==> src/rtl/vga_timing_gen.sv <==
// vga_timing_gen: parametrised VGA raster timing with pixel-tick divider and registered sync/blank/strobes
// Define VGA_TIMING_FRAME_COUNT_EN to build the 16-bit frame_count register; otherwise it is tied to zero.
module vga_timing_gen #(
  parameter int H_DISPLAY = 640,
  parameter int H_FRONT   = 16,
  parameter int H_SYNC    = 96,
  parameter int H_BACK    = 48,
  parameter int V_DISPLAY = 480,
  parameter int V_FRONT   = 10,
  parameter int V_SYNC    = 2,
  parameter int V_BACK    = 33,
  parameter int CLK_DIV   = 4,
  parameter bit HSYNC_POL = 1'b0,
  parameter bit VSYNC_POL = 1'b0,
  parameter int COUNT_W   = 10
) (
  input  logic               clk,
  input  logic               reset,
  input  logic               en,
  output logic               pixel_tick,
  output logic [COUNT_W-1:0] pixel_x,
  output logic [COUNT_W-1:0] pixel_y,
  output logic               hsync,
  output logic               vsync,
  output logic               video_on,
  output logic               line_start,
  output logic               frame_start,
  output logic [15:0]        frame_count
);
  localparam int H_TOTAL = H_DISPLAY + H_FRONT + H_SYNC + H_BACK;
  localparam int V_TOTAL = V_DISPLAY + V_FRONT + V_SYNC + V_BACK;
  localparam int DIV_W   = CLK_DIV > 1 ? $clog2(CLK_DIV) : 1;
  localparam logic [DIV_W-1:0]   DIV_LAST = DIV_W'(CLK_DIV - 1);
  localparam logic [COUNT_W-1:0] H_LAST   = COUNT_W'(H_TOTAL - 1);
  localparam logic [COUNT_W-1:0] V_LAST   = COUNT_W'(V_TOTAL - 1);
  localparam logic [COUNT_W-1:0] H_VIS    = COUNT_W'(H_DISPLAY);
  localparam logic [COUNT_W-1:0] V_VIS    = COUNT_W'(V_DISPLAY);
  localparam logic [COUNT_W-1:0] HS_FIRST = COUNT_W'(H_DISPLAY + H_FRONT);
  localparam logic [COUNT_W-1:0] HS_LAST  = COUNT_W'(H_DISPLAY + H_FRONT + H_SYNC - 1);
  localparam logic [COUNT_W-1:0] VS_FIRST = COUNT_W'(V_DISPLAY + V_FRONT);
  localparam logic [COUNT_W-1:0] VS_LAST  = COUNT_W'(V_DISPLAY + V_FRONT + V_SYNC - 1);

  logic [DIV_W-1:0]   div_q, div_d;
  logic [COUNT_W-1:0] h_q, h_d, v_q, v_d;
  logic               hsync_q, hsync_d, vsync_q, vsync_d, video_q, video_d;
  logic               line_q, line_d, frame_q, frame_d;
  logic               h_wrap, v_wrap;

  assign pixel_tick = en && div_q == DIV_LAST;
  assign h_wrap     = h_q == H_LAST;
  assign v_wrap     = v_q == V_LAST;

  always_comb begin
    div_d   = en ? (pixel_tick ? '0 : div_q + 1'b1) : div_q;
    h_d     = pixel_tick ? (h_wrap ? '0 : h_q + 1'b1) : h_q;
    v_d     = pixel_tick && h_wrap ? (v_wrap ? '0 : v_q + 1'b1) : v_q;
    hsync_d = h_q >= HS_FIRST && h_q <= HS_LAST ? HSYNC_POL : ~HSYNC_POL;
    vsync_d = v_q >= VS_FIRST && v_q <= VS_LAST ? VSYNC_POL : ~VSYNC_POL;
    video_d = h_q < H_VIS && v_q < V_VIS;
    line_d  = pixel_tick && h_wrap;
    frame_d = line_d && v_wrap;
  end

  always_ff @(posedge clk or posedge reset) begin
    if (reset) begin
      div_q   <= '0;
      h_q     <= '0;
      v_q     <= '0;
      hsync_q <= ~HSYNC_POL;
      vsync_q <= ~VSYNC_POL;
      video_q <= 1'b0;
      line_q  <= 1'b0;
      frame_q <= 1'b0;
    end else begin
      div_q   <= div_d;
      h_q     <= h_d;
      v_q     <= v_d;
      hsync_q <= hsync_d;
      vsync_q <= vsync_d;
      video_q <= video_d;
      line_q  <= line_d;
      frame_q <= frame_d;
    end
  end

`ifdef VGA_TIMING_FRAME_COUNT_EN
  logic [15:0] fcnt_q, fcnt_d;
  assign fcnt_d = frame_d ? fcnt_q + 16'd1 : fcnt_q;
  always_ff @(posedge clk or posedge reset) begin
    if (reset) fcnt_q <= '0;
    else       fcnt_q <= fcnt_d;
  end
  assign frame_count = fcnt_q;
`else
  assign frame_count = 16'd0;
`endif

  assign pixel_x     = h_q;
  assign pixel_y     = v_q;
  assign hsync       = hsync_q;
  assign vsync       = vsync_q;
  assign video_on    = video_q;
  assign line_start  = line_q;
  assign frame_start = frame_q;
endmodule

==> config.mk <==
export PLATFORM = sky130hd
export DESIGN_NAME = vga_timing_gen
export DESIGN_NICKNAME = d
export VERILOG_FILES = /design/src/rtl/vga_timing_gen.sv
export SDC_FILE = /design/constraint.sdc
export NUM_CORES = 1
export LEC_CHECK = 0
export BUFFER_PORTS_ARGS = -buffer_cell sky130_fd_sc_hd__buf_2
export CORE_ASPECT_RATIO = 0.6
export CORE_UTILIZATION = 51
export DETAILED_ROUTE_END_ITERATION = 16
export PLACE_DENSITY = 0.79
export SLEW_MARGIN = 25
export SYNTH_ARGS = -nofsm -noshare
export SYNTH_HDL_FRONTEND = slang
export SYNTH_SLANG_ARGS = --single-unit
==> constraint.sdc <==
create_clock -name clk -period 2.7 [get_ports clk]
set_input_delay 0.135 -clock clk [delete_from_list [all_inputs] [get_ports clk]]
set_output_delay 0.135 -clock clk [all_outputs]
set_load 0.01 [all_outputs]
### Word-level counts from Yosys, hierarchy flattened

Cells that the tools add are included.

| operators by class | value |
|---|---|
| reductions and logical operators | 6 |
| equality and inequality tests | 3 |
| multiplexer cells | 5 |
| order comparisons | 6 |
| shift operators | 0 |
| bitwise operators | 0 |
| div/mod/pow operators | 0 |
| add/sub/neg operators | 3 |
| $mul | 0 |

Operator list:

| cell | number |
|---|---|
| $add A10 B1 Y10 const B | 2 |
| $eq A10 B10 Y1 const B | 2 |
| $mux W10 | 2 |
| $ge A10 B10 Y1 const B | 1 |
| $ge A10 B9 Y1 const B | 1 |
| $le A10 B10 Y1 const B | 1 |
| $le A10 B9 Y1 const B | 1 |
| $lt A10 B10 Y1 const B | 1 |
| $lt A10 B9 Y1 const B | 1 |
| $logic_and A1 B1 Y1 | 6 |
| $add A2 B1 Y2 const B | 1 |
| $eq A2 B2 Y1 const B | 1 |
| $mux W1 | 2 |
| $mux W2 | 1 |

| word-level totals | value |
|---|---|
| register bits after elaboration | 27 |
| bits in latches | 0 |
| output and inout bits | 42 |
| RAM bits | 0 |
| logic and storage cells | 31 |
| memories kept | 0 |
| memory bits (read-only) | 0 |
| input bits | 3 |

### Logic depth before layout (Yosys ltp)

Gate-level depths: netlist of the first run.

| logic depth | value |
|---|---|
| depth after elaboration | 4 |
| mapped depth | 7 |
| depth with buffers taken out | 6 |

### Least setup slack after synthesis of the first run

Ideal clock, no wire load.

| path | value |
|---|---|
| path type | register -> register |
| start | reg h_q[0] (netlist: pixel_x[0]) |
| end | reg v_q[8] (netlist: pixel_y[8]) |
| required time | 2.617 ns |
| data arrival time | 1.919 ns |
| period minus slack after synthesis | 2.002 ns |
| library setup time | 0.083 ns |
| buffers on the path | 1 |
| cell stages (with the launch flop) | 7 |
| slack | 0.698 ns |
| path through | dfrtp_1 ha_1 nand3_1 or4_4 buf_6 or4_1 o21ai_0 |

| on the way | value |
|---|---|
| cells in the longest elaborated chain, start to end | 2 |

Ends and longest elaborated chain:

| element | line | source |
|---|---|---|
| from (decl) | 44 | `logic [COUNT_W-1:0] h_q, h_d, v_q, v_d;` |
| from (signal assigned) | 67 | `h_q <= '0;` |
| from (signal assigned) | 76 | `h_q <= h_d;` |
| $eq A10 B10 Y1 | 50 | `assign h_wrap = h_q == H_LAST;` |
| $logic_and A1 B1 Y1 | 56 | `v_d = pixel_tick && h_wrap ? (v_wrap ? '0 : v_q + 1'b1) : v_q;` |
| to (signal assigned) | 77 | `v_q <= v_d;` |
| to (decl) | 44 |  |

No other way between the ends.
A chain may end at the register's enable or synchronous reset.

### Final worst setup path of the first run

| path | value |
|---|---|
| start | reg h_q[0] (netlist: pixel_x[0]) |
| end | reg v_q[2] (netlist: pixel_y[2]) |

The elaborated chain is that of the path after synthesis.

==> run summary, run 1 <==
Layout cell share with drive strength beyond 1 -> 0.2312
Root Buffer -> clkbuf_8
Num CTS Buffers -> 3
Crit path to -> pixel_y[2]$_DFFE_PP0P_
CTS tree -> built
Syn Area/Cell -> 9.651 um2
Port bufs -> 28
GRT Residual Overflow -> 0
Leak Pwr -> 0.8390 nW
Final Max Tran Viols -> 0
R2r setup slk -> 540 ps
Total track usage -> 0.2123
Setup TNS -> 0 ps
Slew HR -> 0.6183
Synth Cell Area -> 1515 um2
CP arrival -> 2320 ps
FF-to-FF Start -> pixel_x[0]$_DFFE_PP0P_
Layout Nets -> 196
Yosys reg bits -> 27
RSZ-0062 raised after global routing -> false
Crit path from -> pixel_x[0]$_DFFE_PP0P_
EDFF count, synth -> 0
Core area -> 2663 um2
CP Data Required Time -> 2860 ps
Die Span Y -> 44.22 um
Number of cells on the worst reg-to-reg path -> 6
Yosys warns -> 0
Initial DRC count -> 95
DP HPWL -> 2299 um
Outcome -> finished clean
Standard-cell rows -> 14
H-tree depth -> 1
Worst flop-to-flop path endpoint -> pixel_y[2]$_DFFE_PP0P_
Area Growth Syn to Fin -> 10.57%
Skew final -> 5.794 ps
Most used DFF post-synth -> dfrtp_1
TritonRoute pass-1 iters -> 4
Top cells by area, synth -> dfrtp_1 (41%), buf_4 (7.9%), ha_1 (5.0%)
Initial antenna violation count -> 0
Worst setup margin -> 537.8 ps
Clock Latency Late Sink -> 270 ps
Post-synth top area share -> 0.4129
Count of different cell masters after synthesis -> 43
Final hold vios -> 0
Total detailed-routing wirelength -> 3124 um
CP max FO -> 11
Final period utilization -> 0.8008
DP Worst Slack -> 584.6 ps
Hold WC Path Type -> input port to register
Slew of the pin with the lowest slew margin -> 571.7 ps
Vias -> 1233
CTS max path bufs -> 2
Vias per Instance -> 5.456
Global-route wire length before repair -> 5078 um
Initial Util -> 0.5691
# IOs -> 45
Period minus WS final -> 2162 ps
Max rail drop VDD -> 0.3966 mV
Setup violations, final -> 0
Seq/Total Area, Yosys -> 0.4476
Pwr per Cell Area -> 534.8 nW/um2
Die Area -> 3200 um2
# diodes -> 0
Pin count of the biggest net entering global routing -> 28
CTS Sinks -> 27
CP endpoint kind -> register
Number of global-route vias before repair -> 1057
F_max -> 462.5 MHz
Worst Setup Start Kind -> register
Most frequent cell after synthesis -> dfrtp_1
WL per Instance -> 13.82 um
DRC viols -> 0
Final GP Congestion -> 0.8846
Critical path type -> register to register
Gate Count Post-Synth -> 157
Die Wd -> 72.37 um
Area leader, netlist -> dfrtp_1
Total of max-cap violations -> 0
Synth cell count leaders -> dfrtp_1 (25), buf_4 (16), nand2_1 (14), o21ai_0 (13)
Post-route ant nets -> 0
FFs w/ async S/R, synth -> 1.000
Worst-path clk slew -> 90 ps
layer usage:
layer  wire [um]  track usage  part of all wire  up-vias
met5           0            0                 0        -
met4          21      0.04314            0.0067        0
met3         271      0.05467             0.087        2
met2        1426       0.3439              0.46       62
met1        1405       0.2933              0.45      598
li1            -            -                 -      571
flip-flops by register name, indices dropped and copies added (netlist names):
register     flops
div_q            2
vsync            1
line_start       1
hsync            1
video_on         1
pixel_x         10
frame_start      1
pixel_y         10
stage by stage:
stage / instance area [um2] / util / power [mW] / cells / hold slack [ps]
2_1_floorplan: 1572 / - / 0.6249 / 172 / 186.2
3_3_place_gp: 1620 / 0.6086 / 0.6604 / 221 / 374.0
3_5_place_dp: 1620 / 0.6086 / 0.6773 / 221 / 386.7
4_1_cts: 1665 / 0.6255 / 0.9011 / 225 / 94.13
5_1_grt: 1675 / 0.6292 / 0.9470 / 226 / 108.1
6_report: 1675 / 0.6292 / 0.8961 / 226 / 92.79
cell type report:
| type | instances | area, um2 |
|---|---|---|
| clock buffer | 4 | 45.04 |
| fill | 230 | 987.2 |
| inverter | 9 | 33.78 |
| multi-input combinational | 117 | 718.2 |
| sequential | 27 | 678.2 |
| tap | 40 | 50.05 |
| timing repair buffer | 29 | 150.1 |
timing repair:
action / in CTS / in global routing
endpoints found under the hold margin: 0 / 25
hold buffers: 0 / 1
buffers inserted: 0 / 0
setup endpoints to repair: 0 / 0
gates resized for setup: 0 / 0
critical path, stage by stage (launching register included):
cell and delay, ps:
dfrtp_1 420, ha_1 210, nand3_1 120, or4_4 620
inv_1 280, o21ai_0 150, a22o_1 250
power breakdown:
group	switching (mW)	internal [mW]	total, mW
Combinational	0.0944	0.0732	0.168
Clock	0.122	0.106	0.227
Sequential	0.0538	0.447	0.501
Total	0.270	0.626	0.896
cells in the final DEF (no fill, tap or decap), drive strengths merged, types with 2 or more instances in the layout:
| master | n |
|---|---|
| nand4 | 3 |
| clkbuf | 4 |
| and4 | 2 |
| o21ai | 13 |
| nand3 | 8 |
| nand2 | 14 |
| xnor2 | 3 |
| nor2b | 2 |
| mux2i | 2 |
| xor2 | 3 |
| dfstp | 2 |
| or2 | 4 |
| and3 | 2 |
| ha | 6 |
| buf | 28 |
| nor3 | 4 |
| nor3b | 2 |
| a22o | 4 |
| nor2 | 9 |
| conb | 16 |
| a21oi | 2 |
| dfrtp | 25 |
| and3b | 2 |
| or4 | 3 |
| inv | 9 |
cell families (layout without fill, tap and decap cells):
| group | count (synthesis) | in the layout | share of synthesized area |
|---|---|---|---|
| XOR/XNOR | 6 | 6 | 0.03469 |
| AND/OR/NAND/NOR | 61 | 61 | 0.2230 |
| flip-flops | 27 | 27 | 0.4476 |
| multiplexers | 3 | 3 | 0.02064 |
| other | 1 | 16 | 0.002475 |
| buffers and inverters | 28 | 42 | 0.1156 |
| AO/OA/AOI/OAI | 25 | 25 | 0.1065 |
| adder cells (fa/ha/maj) | 6 | 6 | 0.04954 |
worst min path at each step:
stage	startpoint	endpoint	slack [ps]	cells after the start
floorplan	reset	div_q[0]$_DFFE_PP0P_	190	1
global placement	en	div_q[0]$_DFFE_PP0P_	370	2
detailed placement	en	div_q[0]$_DFFE_PP0P_	390	2
CTS	en	div_q[0]$_DFFE_PP0P_	90	2
global route	en	div_q[0]$_DFFE_PP0P_	110	2
finish	en	div_q[0]$_DFFE_PP0P_	90	2
Power figures use the tool's default switching activity.
==> run 2, diff against run 1 <==
ABC_AREA = 1   (was default)
CORE_UTILIZATION = 47   (was 51)
PLACE_DENSITY = 0.75   (was 0.79)
clock period = 1.8 ns   (was 2.7 ns; I/O delays follow)
==> run summary, run 2 <==
Outcome -> finished clean
Initial Util -> 0.5053 (-0.06381)
Initial DRC count -> 129 (+36%)
CTS max path bufs -> 2 (unchanged)
Synth cell count leaders -> nand2_1 (43), dfrtp_1 (25), inv_1 (23), nor2_1 (19)
Hold-critical path depth -> 2 (unchanged)
GRT Residual Overflow -> 0 (unchanged)
WL per Instance -> 11.54 um (-17%)
TritonRoute pass-1 iters -> 5 (+1)
FFs w/ async S/R, synth -> 1.000 (unchanged)
F_max -> 619.0 MHz
Count of different cell masters after synthesis -> 37 (-14%)
Fillers -> 334 (+45%)
Synth Area in Simple Gates -> 0.3159 (+0.09299)
Post-synth top area share -> 0.3726 (-0.04030)
DP HPWL -> 2554 um (+11%)
Layout cell share with drive strength beyond 1 -> 0.2218 (-0.009425)
Total detailed-routing wirelength -> 3276 um (+4.9%)
Port bufs -> 28 (unchanged)
Leak Pwr -> 0.9559 nW (+14%)
Worst flop-to-flop path endpoint -> pixel_y[6]$_DFFE_PP0P_
Critical path type -> register to output port
# diodes -> 0 (unchanged)
DRC viols -> 0 (unchanged)
Gate Count Post-Synth -> 207 (+32%)
Worst setup margin -> 184.6 ps (-353.2 ps)
Hold Buf Count CTS -> 1 (+1)
Root Buffer -> clkbuf_8
Mux cell area share after synthesis -> 0.006706 (-0.01394)
H-tree depth -> 1 (unchanged)
Hold WC Path Type -> input port to register
Pwr per Cell Area -> 872.3 nW/um2 (+63%)
Area Growth Syn to Fin -> 11.10%
Max rail drop VDD -> 0.5331 mV (+34%)
Period minus WS final -> 1615 ps
Top cells by area, synth -> dfrtp_1 (37%), nand2_1 (9.6%), buf_4 (7.2%)
Total of max-cap violations -> 0 (unchanged)
Most used DFF post-synth -> dfrtp_1
Vias per Instance -> 4.711 (-14%)
CP peak stage delay -> 410 ps (-210 ps)
Final Max Tran Viols -> 0 (unchanged)
Area leader, netlist -> dfrtp_1
Initial antenna violation count -> 0 (unchanged)
Crit path to -> pixel_tick
DP Worst Slack -> 258.6 ps (-326.0 ps)
Most common cell after layout, fill and taps aside -> nand2_1
Complex-gate fraction of the synthesized area -> 0.05216 (-0.05436)
CP Cell Sequence -> ha_1 > nand2_2 > clkinv_1 > buf_2
Final GP Congestion -> 0.8903 (+0.64%)
Final hold vios -> 0 (unchanged)
R2r setup slk -> 240 ps (-300 ps)
RSZ-0062 raised after global routing -> false
Skew final -> 2.777 ps (-3.017 ps)
Yosys reg bits -> 27 (unchanged)
Adder-cell share of the synthesized area -> 0.04471 (-0.004836)
Seq/Total Area, Yosys -> 0.4039 (-0.04369)
CTS tree -> built
Most frequent cells in the layout -> nand2_1 (43), buf_2 (28), dfrtp_1 (25), inv_1 (23), nor2_1 (19)
Die Area -> 3824 um2 (+19%)
Yosys warns -> 0 (unchanged)
Number of global-route vias before repair -> 1076 (+1.8%)
Die Span Y -> 48.30 um (+9.2%)
Final period utilization -> 0.8974
Worst Setup Start Kind -> register
CP max FO -> 9 (-2)
Vias -> 1338 (+8.5%)
Number of cells on the worst reg-to-reg path -> 8 (+2)
Synth Area in XOR/XNOR -> 0.03130 (-0.003386)
Post-route ant nets -> 0 (unchanged)
Pin count of the biggest net entering global routing -> 28 (unchanged)
CTS Sinks -> 27 (unchanged)
Setup violations, final -> 0 (unchanged)
Largest family of logic cells by synthesized area -> simple AND/OR/NAND/NOR gates
CTS resizes -> 0 (unchanged)
Syn Area/Cell -> 8.112 um2 (-16%)
CP endpoint kind -> output port
# IOs -> 45 (unchanged)
FF-to-FF Start -> pixel_x[0]$_DFFE_PP0P_
Slowest CP cell -> dfrtp_1
Clock Latency Late Sink -> 270 ps (about the same)
Layout Nets -> 249 (+27%)
Core area -> 3323 um2 (+25%)
Total track usage -> 0.1841 (-0.02813)
Crit path from -> div_q[0]$_DFFE_PP0P_
Global-route wire length before repair -> 5430 um (+6.9%)
EDFF count, synth -> 0 (unchanged)
Die Wd -> 79.17 um (+9.4%)
Standard-cell rows -> 16 (+2)
Finished Cell Area -> 1866 um2 (+11%)
Worst-path clk slew -> 90 ps (about the same)
Synth Cell Area -> 1679 um2 (+11%)
Cell Area, Placed -> 1810 um2 (+12%)
Most frequent cell after synthesis -> nand2_1
CP Data Required Time -> 1710 ps (-1150 ps)
Num CTS Buffers -> 3 (unchanged)
Setup TNS -> 0 ps (unchanged)
CP arrival -> 1530 ps (-790 ps)
Post-CTS Setup Repair Bufs -> 0 (unchanged)
run 2: worst max-delay path: cells and delay by family (launching register included):
| kind | cells | cell delay, ps |
|---|---|---|
| flip-flops | 1 | 410 |
| buffers and inverters | 2 | 450 |
| adder cells (fa/ha/maj) | 1 | 220 |
| AND/OR/NAND/NOR | 1 | 170 |
run 2: power breakdown:
group          switching, mW  leakage [nW]  total, mW  internal (mW)
sequential             0.133         0.323      0.830          0.697
combinational          0.281         0.610      0.461          0.179
clock                  0.178        0.0228      0.337          0.159
run 2: cell type report:
type	count	area [um2]	share of cell area
tap	45	56.30	0.03018
clock buffer	4	45.04	0.02414
timing repair buffer	31	165.2	0.08853
multi-input combinational	150	817.0	0.4380
inverter	27	103.9	0.05567
sequential	27	678.2	0.3635
run 2: worst min path at each step:
stage                     start                     end
after CTS                    en    div_q[0]$_DFFE_PP0P_
after detailed placement  reset  pixel_x[9]$_DFFE_PP0P_
after floorplan           reset    div_q[0]$_DFFE_PP0P_
after global routing         en    div_q[0]$_DFFE_PP0P_
after global placement    reset  pixel_x[3]$_DFFE_PP0P_
final                        en    div_q[0]$_DFFE_PP0P_
run 2: kinds of logic (layout without fill, tap and decap cells):
| kind of cell | Yosys count | in the layout |
|---|---|---|
| simple gates | 107 | 107 |
| buf+inv | 45 | 62 |
| flops | 27 | 27 |
| compound gates | 14 | 14 |
| fa+ha+maj | 6 | 6 |
| xor+xnor | 6 | 6 |
| other cells | 1 | 16 |
| mux | 1 | 1 |
run 2: layer usage:
metal  global-route usage  wire [um]  part of all wire
met1               0.3166       1794              0.55
met2               0.2241       1256              0.38
met3              0.04906        209             0.064
met4              0.02727         15            0.0046
met5                    0          0                 0
run 2: metrics by stage:
stage,instances,hold WS (ps),power [mW],util
after floorplan,222,141.2,1.174,-
after global placement,279,171.7,1.292,0.5448
after detailed placement,279,166.9,1.301,0.5448
after CTS,284,66.76,1.643,0.5614
after global routing,284,92.62,1.752,0.5614
final,284,74.32,1.627,0.5614
==> run 3, diff against run 2 <==
CORE_UTILIZATION = 56   (was 47)
PLACE_DENSITY = 0.84   (was 0.75)
clock period = 2.1 ns   (was 1.8 ns; I/O delays follow)
==> run summary, run 3 (synthesis gave the netlist of run 2 again) <==
Setup TNS -> 0 ps (unchanged)
Pwr per Cell Area -> 759.0 nW/um2 (-13%)
Slowest CP cell -> dfrtp_1
Critical path type -> register to output port
CP Cell Sequence -> ha_1 > nand2_2 > clkinv_1 > buf_2
Hold WC Path Type -> input port to register
Setup violations, final -> 0 (unchanged)
Clock Latency Late Sink -> 280 ps (about the same)
Layout cell share with drive strength beyond 1 -> 0.2227 (+0.0009318)
DP HPWL -> 2488 um (-2.6%)
Total detailed-routing wirelength -> 3310 um (+1.0%)
Non-Filler Instances -> 278 (-2.1%)
# IOs -> 45 (unchanged)
# diodes -> 0 (unchanged)
CP arrival -> 1530 ps (about the same)
CP peak stage delay -> 410 ps (about the same)
F_max -> 610.1 MHz
Hold Buf Count CTS -> 1 (unchanged)
Layout Nets -> 248 (-0.40%)
Finished Cell Area -> 1856 um2 (-0.54%)
CTS Sinks -> 27 (unchanged)
Final GP Congestion -> 0.8749 (-1.7%)
Leak Pwr -> 0.9507 nW (-0.54%)
Most frequent cells in the layout -> nand2_1 (43), buf_2 (28), dfrtp_1 (25), inv_1 (23), nor2_1 (19)
Fillers -> 232 (-31%)
Total track usage -> 0.2239 (+0.03979)
Initial DRC count -> 148 (+15%)
Initial antenna violation count -> 0 (unchanged)
CP endpoint kind -> output port
Internal cell power -> 0.8855 mW (-14%)
Core area -> 2663 um2 (-20%)
Post-route ant nets -> 0 (unchanged)
Die Area -> 3229 um2 (-16%)
CTS resizes -> 0 (unchanged)
Outcome -> finished clean
Final period utilization -> 0.7805
Buf+Inv Stages, Crit Path -> 2 (unchanged)
DP Worst Slack -> 537.9 ps (+279.3 ps)
Period minus WS final -> 1639 ps
Sw Pwr -> 0.5229 mW (-12%)
DRC viols -> 0 (unchanged)
Most common cell after layout, fill and taps aside -> nand2_1
Die Span Y -> 44.42 um (-8.0%)
GRT Residual Overflow -> 0 (unchanged)
CTS max path bufs -> 2 (unchanged)
CTS tree -> built
Max rail drop VDD -> 0.5578 mV (+4.6%)
CP Data Required Time -> 2000 ps (+290 ps)
Post-CTS Setup Repair Bufs -> 0 (unchanged)
Worst setup margin -> 460.9 ps (+276.3 ps)
RSZ-0062 raised after global routing -> false
R2r setup slk -> 510 ps (+270 ps)
CP max FO -> 9 (unchanged)
Root Buffer -> clkbuf_8
Global-route wire length before repair -> 5278 um (-2.8%)
Initial Util -> 0.6306 (+0.1254)
Hold WS -> 97.22 ps (+22.90 ps)
Die Wd -> 72.69 um (-8.2%)
Vias -> 1388 (+3.7%)
Cell Area, Placed -> 1797 um2 (-0.76%)
Clock network power share -> 0.214 (+0.007)
Sequential share of power -> 0.501 (-0.009)
Comb power frac -> 0.285 (+0.002)
Worst-path clk slew -> 90 ps (about the same)
H-tree depth -> 1 (unchanged)
Net Sw Frac -> 0.3713 (+0.006951)
Num CTS Buffers -> 3 (unchanged)
Total of max-cap violations -> 0 (unchanged)
CP top delay family -> buffers and inverters
TritonRoute pass-1 iters -> 5 (unchanged)
Pin count of the biggest net entering global routing -> 28 (unchanged)
WL per Instance -> 11.91 um (+3.2%)
Final Max Tran Viols -> 0 (unchanged)
Vias per Instance -> 4.993 (+6.0%)
Area Growth Syn to Fin -> 10.51%
Final hold vios -> 0 (unchanged)
Worst Setup Start Kind -> register
Skew final -> 3.764 ps (+0.9862 ps)
Placed insts -> 273 (-2.2%)
Number of global-route vias before repair -> 1086 (+0.93%)
Port bufs -> 28 (unchanged)
Standard-cell rows -> 14 (-2)
==> run 3: changes by cell type in the layout (fill, tap and decap cells not counted) <==
cell        previous run  this run
clkinvlp_4             0         1
buf_4                  2         1
clkbuf_1               1         0
==> run 3: final timing paths <==
kind,startpoint,to,cells past startpoint
max in group asynchronous,reset,hsync$_DFF_PP1_,4
hold reg to reg,div_q[1]$_DFFE_PP0P_,div_q[1]$_DFFE_PP0P_,1
min in group asynchronous,reset,div_q[1]$_DFFE_PP0P_,4
setup / recovery,div_q[0]$_DFFE_PP0P_,pixel_tick,4
setup reg to reg,pixel_x[0]$_DFFE_PP0P_,pixel_y[5]$_DFFE_PP0P_,8
hold / removal,en,div_q[0]$_DFFE_PP0P_,2
==> run 3: area by class of cell <==
| class | count | area [um2] | area share |
|---|---|---|---|
| Tap cell | 40 | 50.05 | 0.02697 |
| Clock buffer | 3 | 41.29 | 0.02225 |
| Clock inverter | 1 | 7.507 | 0.004046 |
| Inverter | 27 | 103.9 | 0.05597 |
| Timing Repair Buffer | 30 | 157.7 | 0.08496 |
| Multi-Input combinational cell | 150 | 817.0 | 0.4403 |
| Sequential cell | 27 | 678.2 | 0.3655 |
==> run 3: metrics by stage <==
step / total power, mW / utilization
global placement: 1.103 / 0.6748
finish: 1.408 / 0.6969
floorplan: 1.006 / -
global route: 1.515 / 0.6969
detailed placement: 1.114 / 0.6748
CTS: 1.418 / 0.6969
==> run 3: worst register-to-register path, cell delays in order (launching register included) <==
cell	delay, ps
dfrtp_1	450
ha_1	250
nand2_4	80
nor2_4	130
nand3_4	140
nor2_8	200
inv_4	110
nand2_2	80
o21ai_2	50
==> run 3: layer usage <==
metal,wire length [um],share of wire,track usage,vias to the layer above
met4,19,0.0057,0.04706,0
li1,-,-,-,694
met2,1272,0.38,0.2822,75
met3,321,0.097,0.05695,4
met1,1696,0.51,0.3724,615
met5,0,0,0,-
==> run 3: power by group through the flow <==
| stage | Sequential [mW] | Combinational (mW) | Clock, mW |
|---|---|---|---|
| 6_report | 0.706 | 0.401 | 0.302 |
| 5_1_grt | 0.721 | 0.457 | 0.338 |
| 4_1_cts | 0.704 | 0.403 | 0.311 |
| 3_5_place_dp | 0.714 | 0.400 | 0 |
| 3_3_place_gp | 0.712 | 0.390 | 0 |
| 2_1_floorplan | 0.727 | 0.279 | 0 |
